[config.mk]
export PLATFORM = sky130hd
export DESIGN_NAME = phoenix_input_buffer
export DESIGN_NICKNAME = d
export VERILOG_FILES = /design/src/rtl/phoenix_input_buffer.sv
export SDC_FILE = /design/constraint.sdc
export NUM_CORES = 1
export LEC_CHECK = 0
export ABC_AREA = 1
export CAP_MARGIN = 0
export CORE_MARGIN = 4
export CORE_UTILIZATION = 35
export CTS_CLUSTER_SIZE = 20
export DETAILED_ROUTE_END_ITERATION = 6
export GPL_TIMING_DRIVEN = 1
export HOLD_SLACK_MARGIN = 0.02
export PLACE_DENSITY = 0.63
export SLEW_MARGIN = 25
export SYNTH_ARGS = -nofsm -noshare
export SYNTH_HDL_FRONTEND = slang
export SYNTH_SLANG_ARGS = --single-unit
[constraint.sdc]
create_clock -name clock -period 2.18 [get_ports clock]
set_input_delay 0.436 -clock clock [delete_from_list [all_inputs] [get_ports clock]]
set_output_delay 0.436 -clock clock [all_outputs]
set_load 0.01 [all_outputs]
[src/rtl/phoenix_input_buffer.sv]
`default_nettype none
// ============================================================================
// Module   : phoenix_input_buffer
// Purpose  : Per-port input buffer of the Phoenix NoC router. Circular FIFO
//            that raises a routing request when a header is at its head and,
//            once granted, streams exactly one packet (header, size, payload)
//            to the crossbar before releasing its path.
// Revision : 1.0 - initial release
// ============================================================================
module phoenix_input_buffer #(
  parameter int FLIT_WIDTH = 16,
  parameter int DEPTH      = 16
) (
  input  logic                  clock,
  input  logic                  reset,
  input  logic                  rx,
  input  logic [FLIT_WIDTH-1:0] data_in,
  output logic                  credit_o,
  output logic                  h,
  input  logic                  ack_h,
  output logic                  data_av,
  output logic [FLIT_WIDTH-1:0] data_out,
  input  logic                  data_ack,
  output logic                  sender
);

  localparam int              C_PW    = $clog2(DEPTH);
  localparam int              C_CW    = C_PW + 1;
  localparam logic [C_CW-1:0] C_FULL  = C_CW'(DEPTH);

  typedef enum logic [1:0] {
    S_IDLE = 2'd0,
    S_REQ  = 2'd1,
    S_SEND = 2'd2
  } state_t;

  typedef enum logic [1:0] {
    PH_HEADER  = 2'd0,
    PH_SIZE    = 2'd1,
    PH_PAYLOAD = 2'd2
  } phase_t;

  state_t                r_state;
  state_t                w_state_nxt;
  phase_t                r_phase;
  phase_t                w_phase_nxt;
  logic [FLIT_WIDTH-1:0] r_remaining;
  logic [FLIT_WIDTH-1:0] w_remaining_nxt;

  logic [FLIT_WIDTH-1:0] r_mem [DEPTH];
  logic [C_PW-1:0]       r_head;
  logic [C_PW-1:0]       r_tail;
  logic [C_CW-1:0]       r_count;

  logic                  w_push;
  logic                  w_pop;
  logic                  w_sending;
  logic                  w_empty;

  // A full FIFO refuses the flit even if a pop frees a slot this same cycle.
  assign credit_o  = (r_count != C_FULL);
  assign w_empty   = (r_count == '0);
  assign w_push    = rx & credit_o;
  assign w_sending = (r_state == S_SEND);
  assign data_av   = w_sending & ~w_empty;
  assign w_pop     = data_av & data_ack;
  assign data_out  = r_mem[r_head];
  assign h         = (r_state == S_REQ);
  assign sender    = w_sending;

  // Flit storage; contents need no reset since count gates visibility.
  always_ff @(posedge clock) begin
    if (w_push) begin
      r_mem[r_tail] <= data_in;
    end
  end

  // Head/tail pointers wrap naturally (power-of-two depth); count tracks occupancy.
  always_ff @(posedge clock or negedge reset) begin
    if (!reset) begin
      r_head  <= '0;
      r_tail  <= '0;
      r_count <= '0;
    end else begin
      if (w_push) r_tail <= r_tail + C_PW'(1);
      if (w_pop)  r_head <= r_head + C_PW'(1);
      case ({w_push, w_pop})
        2'b10:   r_count <= r_count + C_CW'(1);
        2'b01:   r_count <= r_count - C_CW'(1);
        default: r_count <= r_count;
      endcase
    end
  end

  // Packet-tracking state: FSM state, flit phase and remaining payload count.
  always_ff @(posedge clock or negedge reset) begin
    if (!reset) begin
      r_state     <= S_IDLE;
      r_phase     <= PH_HEADER;
      r_remaining <= '0;
    end else begin
      r_state     <= w_state_nxt;
      r_phase     <= w_phase_nxt;
      r_remaining <= w_remaining_nxt;
    end
  end

  // Next-state logic: request when data is buffered, send one packet per grant.
  always_comb begin
    w_state_nxt     = r_state;
    w_phase_nxt     = r_phase;
    w_remaining_nxt = r_remaining;
    case (r_state)
      S_IDLE: begin
        if (!w_empty) w_state_nxt = S_REQ;
      end
      S_REQ: begin
        if (ack_h) begin
          w_state_nxt = S_SEND;
          w_phase_nxt = PH_HEADER;
        end
      end
      S_SEND: begin
        if (w_pop) begin
          case (r_phase)
            PH_HEADER: w_phase_nxt = PH_SIZE;
            PH_SIZE: begin
              // The size flit itself carries the payload length.
              w_remaining_nxt = data_out;
              if (data_out == '0) begin
                w_state_nxt = S_IDLE;
              end else begin
                w_phase_nxt = PH_PAYLOAD;
              end
            end
            PH_PAYLOAD: begin
              w_remaining_nxt = r_remaining - FLIT_WIDTH'(1);
              if (r_remaining == FLIT_WIDTH'(1)) w_state_nxt = S_IDLE;
            end
            default: w_phase_nxt = PH_HEADER;
          endcase
        end
      end
      default: w_state_nxt = S_IDLE;
    endcase
  end

endmodule
`default_nettype wire

Word level (Yosys, flattened, before mapping)
Memories as Yosys holds them, arrays and structs flattened.
Cells that the tools add are included.
{"block": "totals", "reg_bits": 33, "ramBits": 256, "inputBits": 21, "word_cells": 58, "memories": 1}
{"block": "op_classes", "addsub": 5, "eq_ne": 16, "n_mux": 16, "bitwise": 4, "n_reduce_logical": 10}
{"memory": "r_mem", "words": 16, "word_bits": 16, "read_ports": 1, "rd_clocked_by_memory_dff": 0, "wr": 1, "line_no": "50", "source": "logic [FLIT_WIDTH-1:0] r_mem [DEPTH];"}
{"op": "$pmux W16 S2", "count": 1}
{"op": "$eq A16 B1 Y1 const B", "count": 1}
{"op": "$logic_not A16 Y1", "count": 1}
{"op": "$mux W2", "count": 8}
{"op": "$sub A16 B1 Y16 const B", "count": 1}
{"op": "$pmux W2 S3", "count": 2}
{"op": "$pmux W5 S2", "count": 1}
{"op": "$ne A3 B3 Y1 const B", "count": 3}
{"op": "$add A4 B1 Y4 const B", "count": 2}
{"op": "$pmux W2 S2", "count": 2}
{"op": "$eq A2 B1 Y1 const B", "count": 3}
{"op": "$eq A2 B2 Y1 const B", "count": 3}
{"op": "$ne A2 B2 Y1 const B", "count": 3}
{"op": "$reduce_and A6 Y1", "count": 1}
{"op": "$reduce_bool A2 Y1", "count": 3}
{"op": "$add A5 B1 Y5 const B", "count": 1}
{"op": "$logic_not A5 Y1", "count": 1}
{"op": "$ne A5 B5 Y1 const B", "count": 1}
{"op": "$reduce_and A5 Y1", "count": 1}
{"op": "$sub A5 B1 Y5 const B", "count": 1}
{"op": "$logic_not A2 Y1", "count": 2}
{"op": "$and A1 B1 Y1", "count": 3}
{"op": "$ne A3 B1 Y1 const B", "count": 1}
{"op": "$reduce_and A3 Y1", "count": 1}
{"op": "other kinds (3)", "count": 4}

Longest topological paths before layout
{"block": "logic_depth", "depth_word": 6, "ltp_mapped": 17}

Worst setup path before layout
OpenSTA, ideal clock, no wires.
{"block": "synth_path", "path_type": "reg-to-reg", "startpoint": "reg r_state[0]", "endpoint": "reg r_count[4]", "setup_ns": 0.079, "t_arrival_ns": 2.182, "required_ns": 2.101, "path_slack_ns": -0.082, "path_stages_with_launch": 15, "path_buffers": 0, "synth_period_minus_slack_ns": 2.262, "path_cell_list": "dfrtp_1 -> inv_1 -> nand2_1 -> inv_1 -> nand2_1 -> nor2_2 -> ha_1 -> inv_1 -> fa_1 -> nor2_1 -> a211oi_1 -> nand2_1 -> nand2_1 -> nor2_1 -> xor2_1"}
{"block": "synth_between", "elab_chain_len": 5, "word_cells_on_any_way": 7, "cone_classes": "3 x eq/ne; 1 x mux; 2 x bitwise; 1 x reduce/logical"}
{"element": "start, declared", "line_no": "43", "source": "state_t r_state;"}
{"element": "start signal, assigned", "line_no": "102", "source": "r_state <= w_state_nxt;"}
{"element": "$eq A2 B2 Y1 (*)", "line_no": "64", "source": "assign w_sending = (r_state == S_SEND);"}
{"element": "named net sender", "line_no": "24", "source": "output logic sender"}
{"element": "$and A1 B1 Y1 (*)", "line_no": "65", "source": "assign data_av = w_sending & ~w_empty;"}
{"element": "$and A1 B1 Y1 (*)", "line_no": "66", "source": "assign w_pop = data_av & data_ack;"}
{"element": "named net w_pop", "line_no": "56", "source": "logic w_pop;"}
{"element": "$eq A2 B1 Y1 / $eq A2 B2 Y1 (equally long branches)", "line_no": "87", "source": "case ({w_push, w_pop})"}
{"element": "$pmux W5 S2 / $reduce_bool A2 Y1 (equally long branches)"}
{"element": "end signal, assigned", "line_no": "88", "source": "2'b10: r_count <= r_count + C_CW'(1);"}
{"element": "end signal, assigned", "line_no": "89", "source": "2'b01: r_count <= r_count - C_CW'(1);"}
{"element": "end signal, assigned", "line_no": "90", "source": "default: r_count <= r_count;"}
{"element": "end, declared", "line_no": "53", "source": "logic [C_CW-1:0] r_count;"}
The timed path passes the listed nets; every way through them passes the cells marked *.
A chain may end at the register's enable or synchronous reset.

Worst setup path after layout
{"block": "layout_path", "startpoint": "reg r_head[0]", "endpoint": "out data_out[4]"}
{"block": "layout_between", "elab_chain_len": 1}
{"element": "start, declared", "line_no": "51", "source": "logic [C_PW-1:0] r_head;"}
{"element": "start signal, assigned", "line_no": "86", "source": "if (w_pop) r_head <= r_head + C_PW'(1);"}
{"element": "$mem_v2 Z16 W16"}
{"element": "end, declared", "line_no": "22", "source": "output logic [FLIT_WIDTH-1:0] data_out,"}
No other way between the ends.

==> results.md <==
- Status: finished with violations
- Failing checks: setup timing
- CTS Buffer Depth: 3
- Fin crit share: 119.0%
- I/O pins: 41
- WP data arrival: around 2.2 ns
- H-tree depth: 1
- Post-synthesis sequential area ratio: ~67%
- Most common library cells after synthesis: nand2_1 (400), edfxtp_1 (256), nand3_1 (140)
- Largest cells by area after synthesis: edfxtp_1 (60%), nand2_1 (12%), dfrtp_1 (6.5%)
- Distinct cell type count after synthesis: 35
- Initial core utilization: between 30% and 40%
- GRT overflow: 0
- # diodes: 0
- Core Rows: 69
- Fin. Hold Viols: 0
- Initial drt markers: 974
- Vias after detailed routing: 9349
- Final instance area: around 17000 sq um
- Buffers added on ports: 40
- Post-Syn Area per Cell: 10.33 sq um
- Max-slew headroom: 49.36%
- Leakage power: between 6 and 7 nW
- Mapped Area: ~13000 sq um
- # hold bufs at CTS: 0
- Hold Path Class: primary input to asynchronous set/reset pin
- Clock Pin Slew Worst Setup and Hold Paths: 0.06 ns
- Final nets: 1415
- Endpoints failing setup: 22
- Post-route DRC: 0
- Gate Count Post-Synth: 1237
- Yosys top cell area share: about three fifths
- Transition time of the tightest slew-check pin: between 0.7 and 0.8 ns
- Crit start category: flop
- First-pass GRT wire length: a little over 50000 um
- CP startpoint: r_head[0]
- Post-synth EDFFs: roughly 260
- Post-DP HPWL: approximately 20000 um
- Most numerous cell in the Yosys netlist: nand2_1
- Critical path fanouts, max: 7
- Syn Nets: around 1300
- Cell Pwr Density: 1414 nW/um^2
- Post-synth ARST share: between 10% and 20%
- Unrepaired setup endpoints after global routing: yes
- Initial antenna violation count: 0
- CTS tree: yes
- Placed Cells: 1778
- Setup TNS: -6.249 ns
- Setup Skew: about 0.012 ns
- Finished Layout Cells: around 1900
- Fmax: just under 0.4 GHz
- Type of the worst setup path: flop to output port
- Vias in the first global route: roughly 8900
- Final worst setup slack: -0.4152 ns
- Total core area: about 36000 sq um
- Post-Route WL: roughly 35000 um
- Skew-Pair Late Insertion Delay: between 0.5 and 0.6 ns
- Metal3 WL: about 2600 um
- Die height: around 200 um
- Slew Limit Fails: 0
- Largest net degree at the start of global routing: 34
- Clock Sinks: 289
- Area Growth Syn to Fin: 29.99%
- Post-place instance area: between 10000 and 15000 sq um
- Setup WS pre-CTS: -0.2838 ns
- R2r startpoint: r_head[0]
- Met2 wire length: 16400 um
- CP Capture Type: output port
- Warnings from Yosys: 0
- Final weighted congestion in routability-driven placement: roughly 0.85
- Final min period: around 2.6 ns
- Maximum vdd ir drop: 0.6462 mV
- Share of layout cells above drive strength 1: between 20 and 25%
- Routed WL per cell: approximately 19 um
- Antenna Nets Post-Route: 0
- Wl on met1: around 15000 um
- Chip Width: ~200 um
- #FFs+latches synth: about 290
- Die area: about 40000 sq um
- Uppermost routed layer: met4
- TritonCTS Buffers: 31
- MaxCap Viol Count: 0
- First-pass DRT Iterations: 5
- WHS: around 0.31 ns
- Total GRT Usage: ~17%
- Leading area contributor after synthesis: edfxtp_1
- Required time of the critical path: about 1.7 ns
- Main synth FF type: edfxtp_1
- Root buffer cell: clkbuf_16
- Mean number of vias per cell: roughly 5.0
[worst max-delay path, cell delays in order, from the launching register on]
cell	delay, ns
dfrtp_4	0.46
buf_12	0.15
clkinv_8	0.10
buf_16	0.16
buf_6	0.12
o21ai_2	0.16
nand3_2	0.10
nand3_2	0.11
nand2_4	0.09
buf_6	0.13
[final timing paths]
path                                        to  slack, ns  cells after the start
worst min-delay path            r_remaining[5]       0.31                      2
min in group clock                  r_count[4]       0.50                      1
worst min register to register      r_count[4]       0.50                      1
max in group asynchronous            r_head[0]       1.49                      2
worst max-delay path               data_out[4]      -0.42                      9
worst max register to register      r_state[1]      -0.21                     17
[cells by family after synthesis]
| group | after synthesis | synth area share, % |
|---|---|---|
| and+or+nand+nor | 656 | 20.93 |
| adders and majority gates | 15 | 1.527 |
| AOI/OAI and AO/OA | 88 | 3.856 |
| xor gates and xnor gates | 12 | 0.8222 |
| DFF | 289 | 66.59 |
| buffers and inverters | 177 | 6.274 |
[where the power goes]
part           internal [mW]  total [mW]  switching, mW
combinational           4.80        11.1           6.31
sequential              6.82        7.18          0.363
clock                   3.06        5.20           2.14
[stage by stage]
| step | total power, mW | utilization [%] |
|---|---|---|
| after global routing | 24.78 | 46.38 |
| after CTS | 22.62 | 45.23 |
| final | 23.50 | 46.38 |
| after global placement | 15.79 | 40.52 |
| after floorplan | 12.04 | - |
| after detailed placement | 15.89 | 40.52 |
[layout make-up]
cell class / count / area, sq um
Tap cell: 461 / 576.8
Clock inverter: 23 / 220.2
Multi-Input combinational cell: 771 / 4028
Timing Repair inverter: 1 / 16.27
Inverter: 120 / 479.2
Clock buffer: 33 / 783.3
Sequential cell: 289 / 8517
Fill cell: 3166 / 19210
Timing Repair Buffer: 165 / 1997
[layer usage]
layer,up-vias,GRT usage [%]
met4,0,5.066
met2,384,27.33
met1,4478,23.47
met3,75,2.765
met5,-,0
li1,4412,-
[what timing repair did]
action	CTS	global route
gates resized for setup	175	81
endpoints found under the setup margin	26	272
pin swaps	33	49
hold endpoints to repair	0	0
cloned	7	4
buffers inserted	13	6
[cells in the final DEF (no fill, tap or decap), types with 11 or more instances in the layout]
cell             count
buf_4               73
clkbuf_16           34
nor2_1              72
xor2_1              11
o21ai_0             32
edfxtp_1           256
clkinv_2            11
nand3_1             99
o21ai_1             11
nand3_2             40
a21oi_1             16
dfrtp_1             32
buf_12              27
clkdlybuf4s50_1     20
nor2_2              26
nand2_4             15
buf_6               28
nand2_2             22
inv_1              112
nand2_1            364
[flip-flops by register name, summed over array words and instances, names as in the netlist]
name and flops:
r_tail 4, r_head 4, r_count 5, r_phase 2, r_state 2, r_mem 256
r_remaining 16
(Power assumes the default switching activity.)
